===== config.mk =====
export PLATFORM = sky130hd
export DESIGN_NAME = tmds_encoder
export DESIGN_NICKNAME = d
export VERILOG_FILES = /design/src/rtl/tmds_encoder.sv
export SDC_FILE = /design/constraint.sdc
export NUM_CORES = 1
export LEC_CHECK = 0
export CORE_MARGIN = 2
export CORE_UTILIZATION = 58
export CTS_BUF_LIST = sky130_fd_sc_hd__clkbuf_8 sky130_fd_sc_hd__clkbuf_16
export DETAILED_ROUTE_END_ITERATION = 10
export GPL_TIMING_DRIVEN = 0
export PLACE_DENSITY_LB_ADDON = 0.25
export SETUP_SLACK_MARGIN = 0.1
export SLEW_MARGIN = 20
export SYNTH_ARGS = -nofsm -noshare
export SYNTH_HDL_FRONTEND = slang
export SYNTH_SLANG_ARGS = --single-unit

===== constraint.sdc =====
create_clock -name clk_pix -period 3.8 [get_ports clk_pix]
set_input_delay 0.76 -clock clk_pix [delete_from_list [all_inputs] [get_ports clk_pix]]
set_output_delay 0.76 -clock clk_pix [all_outputs]
set_load 0.05 [all_outputs]

===== src/rtl/tmds_encoder.sv =====
// Single-channel DVI TMDS encoder: 8b data / 2b control to a 10b symbol, two-cycle pipeline.
// Stage 1 minimises transitions, stage 2 DC-balances against a signed running disparity.
module tmds_encoder #(
  parameter int unsigned CNT_W   = 6,
  parameter logic [9:0]  RST_SYM = 10'b1101010100
) (
  input  logic       clk_pix,
  input  logic       rst_pix_n,
  input  logic [7:0] data,
  input  logic [1:0] ctrl,
  input  logic       de,
  output logic [9:0] tmds
);

  localparam logic [9:0] CTRL_00 = 10'b1101010100;
  localparam logic [9:0] CTRL_01 = 10'b0010101011;
  localparam logic [9:0] CTRL_10 = 10'b0101010100;
  localparam logic [9:0] CTRL_11 = 10'b1010101011;

  // Stage 1 combinational: popcount, XOR/XNOR chain and popcount of the chain
  logic [3:0] n1d_c;
  logic       use_xnor_c;
  logic [8:0] qm_c;
  logic [3:0] n1q_c;

  always_comb begin
    n1d_c = 4'd0;
    for (int i = 0; i < 8; i++) n1d_c = n1d_c + 4'(data[i]);
    use_xnor_c = (n1d_c > 4'd4) || ((n1d_c == 4'd4) && !data[0]);
    qm_c    = '0;
    qm_c[0] = data[0];
    for (int i = 1; i < 8; i++)
      qm_c[i] = use_xnor_c ? ~(qm_c[i-1] ^ data[i]) : (qm_c[i-1] ^ data[i]);
    qm_c[8] = ~use_xnor_c;
    n1q_c = 4'd0;
    for (int i = 0; i < 8; i++) n1q_c = n1q_c + 4'(qm_c[i]);
  end

  logic [8:0] q_m;
  logic [3:0] n1q;
  logic       de_q;
  logic [1:0] ctrl_q;

  always_ff @(posedge clk_pix or negedge rst_pix_n) begin
    if (!rst_pix_n) begin
      q_m    <= '0;
      n1q    <= '0;
      de_q   <= 1'b0;
      ctrl_q <= 2'b00;
    end else begin
      q_m    <= qm_c;
      n1q    <= n1q_c;
      de_q   <= de;
      ctrl_q <= ctrl;
    end
  end

  // Stage 2 combinational: symbol selection and disparity update
  logic signed [CNT_W-1:0] cnt;
  logic signed [CNT_W-1:0] cnt_nxt_c;
  logic signed [CNT_W-1:0] n1s_c, n0s_c, diff_c, bias_c, two_c;
  logic                    cnt_pos_c, cnt_neg_c, bal_c, inv_c;
  logic [9:0]              sym_c;

  always_comb begin
    two_c     = $signed(CNT_W'(2));
    n1s_c     = $signed(CNT_W'(n1q));
    n0s_c     = $signed(CNT_W'(8)) - n1s_c;
    diff_c    = n1s_c - n0s_c;
    bias_c    = q_m[8] ? two_c : '0;
    cnt_neg_c = cnt[CNT_W-1];
    cnt_pos_c = !cnt[CNT_W-1] && (cnt != '0);
    bal_c     = (cnt == '0) || (n1q == 4'd4);
    inv_c     = (cnt_pos_c && (n1q > 4'd4)) || (cnt_neg_c && (n1q < 4'd4));
    sym_c     = CTRL_00;
    cnt_nxt_c = '0;
    if (!de_q) begin
      unique case (ctrl_q)
        2'b00:   sym_c = CTRL_00;
        2'b01:   sym_c = CTRL_01;
        2'b10:   sym_c = CTRL_10;
        default: sym_c = CTRL_11;
      endcase
    end else if (bal_c) begin
      sym_c     = {~q_m[8], q_m[8], q_m[8] ? q_m[7:0] : ~q_m[7:0]};
      cnt_nxt_c = q_m[8] ? (cnt + diff_c) : (cnt - diff_c);
    end else if (inv_c) begin
      sym_c     = {1'b1, q_m[8], ~q_m[7:0]};
      cnt_nxt_c = cnt + bias_c - diff_c;
    end else begin
      sym_c     = {1'b0, q_m[8], q_m[7:0]};
      cnt_nxt_c = cnt - (two_c - bias_c) + diff_c;
    end
  end

  always_ff @(posedge clk_pix or negedge rst_pix_n) begin
    if (!rst_pix_n) begin
      tmds <= RST_SYM;
      cnt  <= '0;
    end else begin
      tmds <= sym_c;
      cnt  <= cnt_nxt_c;
    end
  end

endmodule


==> impl_metrics.tcl <==
set metrics [dict create \
    status "finished, violations left" \
    violations "negative setup slack" \
    synth_top_area_share_pct 25.99 \
    ctsRootBufferMaster "clkbuf_8" \
    ys_async_sr_fraction_pct 100.0 \
    drt_iter0_markers 86 \
    drive_above_1_share_pct 18.48 \
    diodes 0 \
    setup_viol 7 \
    yosysSeqAreaShare_pct 31.04 \
    core_mm2 0.004324 \
    fin_util_pct 74.39 \
    cpMostUsedCell "fa_1" \
    ant_nets 0 \
    worst_ep_required_time_ns 3.98 \
    rsz0062_at_grt "true" \
    tritoncts "yes" \
    clk_latency_ns 0.28 \
    clock.fmax_mhz 173.5 \
    cts_htree_levels 2 \
    syn-num-nets 322 \
    cts_buffers 5 \
    fin_crit_ns 5.765 \
    synth_top_cell_by_area "dfrtp_1" \
    ios 23 \
    synth.avg_cell_area_um2 9.886 \
    grt_pass1_vias 1812 \
    crit_type "input port to flop" \
    path_max_fanout 2 \
    slowest_stage "fa_2" \
    synth_edf_count 0 \
    grt_first_pass_wirelength_mm 8.217 \
    yosysWarnings 0 \
    finalClockSkew_ns 0.005718 \
    ys.flop_type "dfrtp_1" \
    ys_types 35 \
    drt_first_pass_iters 4 \
    viasPerCell 5.214 \
    ctsHoldBuffers 0 \
    gp_congestion 0.8002 \
    ys_ff_latch 32 \
    synth.most_common_cell "inv_1" \
    syn_inst 263 \
    cp_cell_sequence "buf_6 > inv_2 > fa_1 > fa_1 > fa_1 > inv_2 > ha_4 > fa_2 > nor3_2 > o22ai_2 > xor2_1 > inv_1 > fa_1 > xnor2_2 > ha_1 > fa_2 > ha_4 > inv_2 > fa_1 > inv_1" \
    clockBufferDepth 2 \
    drc 0 \
    cts_sinks 32 \
    area_delta_synth_final_pct 23.72 \
    grt_max_degree 33 \
    dpl.cell_count 337 \
    synth_area_mm2 0.002600 \
    synth-simple-area-share_pct 8.470 \
    synth_compound_area_share_pct 11.69 \
    fin_ws_ns -1.965 \
    start_kind "input port" \
    synth_common_cells "inv_1, ha_1, dfrtp_1" \
    start_util_pct 60.13 \
    worstPathArrival_ns 5.94 \
    tns_ns -7.446 \
    finalNonFillerCells 355 \
    synth_top_family_by_area "adder cells" \
    synth_xor_area_share_pct 13.14 \
    finalHoldViolCount 0 \
    critical_path_buf_inv_count 6 \
    clk_pin_slew_ns 0.06 \
    place_hpwl_mm 3.370 \
    synth_mux_area_share_pct 2.310 \
    die-area_mm2 0.005035 \
    drv_slew 0 \
    synth-adder-area-share_pct 25.60 \
    die_y_um 70.96 \
    synthTopCellsByArea "dfrtp_1, ha_1, fa_1, xor2_1, xnor2_1" \
    grt_remaining_overflow 0 \
    wl_mm 4.985 \
    antenna_found_initial 0 \
    finalCritPeriodShare_pct 151.7 \
    gr-usage-all-layers_pct 20.98 \
    max-cap-violations 0 \
    port_buffers 22 \
    die_w_um 70.96 \
    max_stage_delay_ns 0.56 \
    vias 1851 \
    nNetsFinal 361 \
    critPathCaptureType "flop" \
    wire_per_inst_um 14.04 \
    relSlewSlack_pct 50.37 \
    rows 24 \
    hold_class "flop to flop" \
    cp_top_family "adder cells" \
    worstMarginPinSlew_ns 0.7392 \
]
## placed cells by master (no fill, tap or decap), types with 3 or more instances in the layout
cell / count
fa_1: 10
o21ai_0: 7
nor3_1: 3
inv_2: 4
clkdlybuf4s50_1: 17
nand2_1: 5
buf_6: 5
ha_4: 3
dfrtp_1: 27
dfstp_2: 5
nor2b_1: 4
clkbuf_8: 5
buf_2: 3
a211oi_1: 3
nand2b_1: 4
ha_1: 31
a21oi_1: 12
buf_4: 10
inv_1: 40
xor2_1: 19
nor2_1: 15
mux2i_1: 6
xnor2_1: 16
o21ai_1: 8
a21o_1: 5
## final timing paths
check                           from      end  slack (ns)  cells past startpoint
min in group asynchronous  rst_pix_n  tmds[0]        0.50                      1
min                           cnt[0]   cnt[0]        0.49                      1
max reg2reg                   n1q[2]   cnt[5]        0.37                     14
min reg2reg                   cnt[0]   cnt[0]        0.49                      1
max                          data[1]   n1q[1]       -1.96                     20
max in group asynchronous  rst_pix_n   q_m[8]        2.86                      1
## per-layer routing
layer | GRT usage (%) | up-vias | share of wire, % | wire (um)
li1 | - | 922 | - | -
met1 | 28.10 | 896 | 45 | 2219
met2 | 34.99 | 26 | 51 | 2564
met3 | 4.274 | 7 | 2.5 | 123
met4 | 5.660 | 0 | 1.6 | 78
met5 | 0 | - | 0 | 0
## logic make-up (layout without fill, tap and decap cells)
group / count (synthesis) / after routing
XOR/XNOR: 39 / 39
flip-flops: 32 / 32
adder cells (fa/ha/maj): 46 / 46
AND/OR/NAND/NOR: 41 / 41
AO/OA/AOI/OAI: 48 / 48
buffers and inverters: 51 / 91
multiplexers: 6 / 6
## repair_timing
action,CTS,global route
resized for setup,35,10
setup buffers,8,3
setup endpoints to repair,9,10
pin swaps,13,13
## state kept, by name, summed over array words and instances, names as in the netlist
signal and cells:
cnt 6, ctrl_q 2, de_q 1, n1q 4, q_m 9, tmds 10
## area by class of cell
| cell class | instances | area (um2) |
|---|---|---|
| well taps | 52 | 65.06 |
| fillers | 309 | 1107 |
| repair buffers | 33 | 319.1 |
| plain buffers | 6 | 32.53 |
| multi-input cells | 180 | 1713 |
| inverters | 44 | 172.7 |
| clock inverters | 3 | 38.79 |
| clock buffers | 5 | 68.82 |
| flip-flops and latches | 32 | 807.0 |
## metrics by stage
step | worst slack [ns] | cell area [um2] | hold slack [ns]
6_report | -1.965 | 3217 | 0.4925
5_1_grt | -2.111 | 3217 | 0.5078
4_1_cts | -2.054 | 3148 | 0.4960
3_5_place_dp | -2.793 | 2894 | 0.4786
3_3_place_gp | -2.750 | 2899 | 0.4792
2_1_floorplan | -1.908 | 2614 | 0.4603
Power is left out: the tool's default activity adds up to more than one toggle a clock period on the data nets, which glitch-free logic cannot reach.
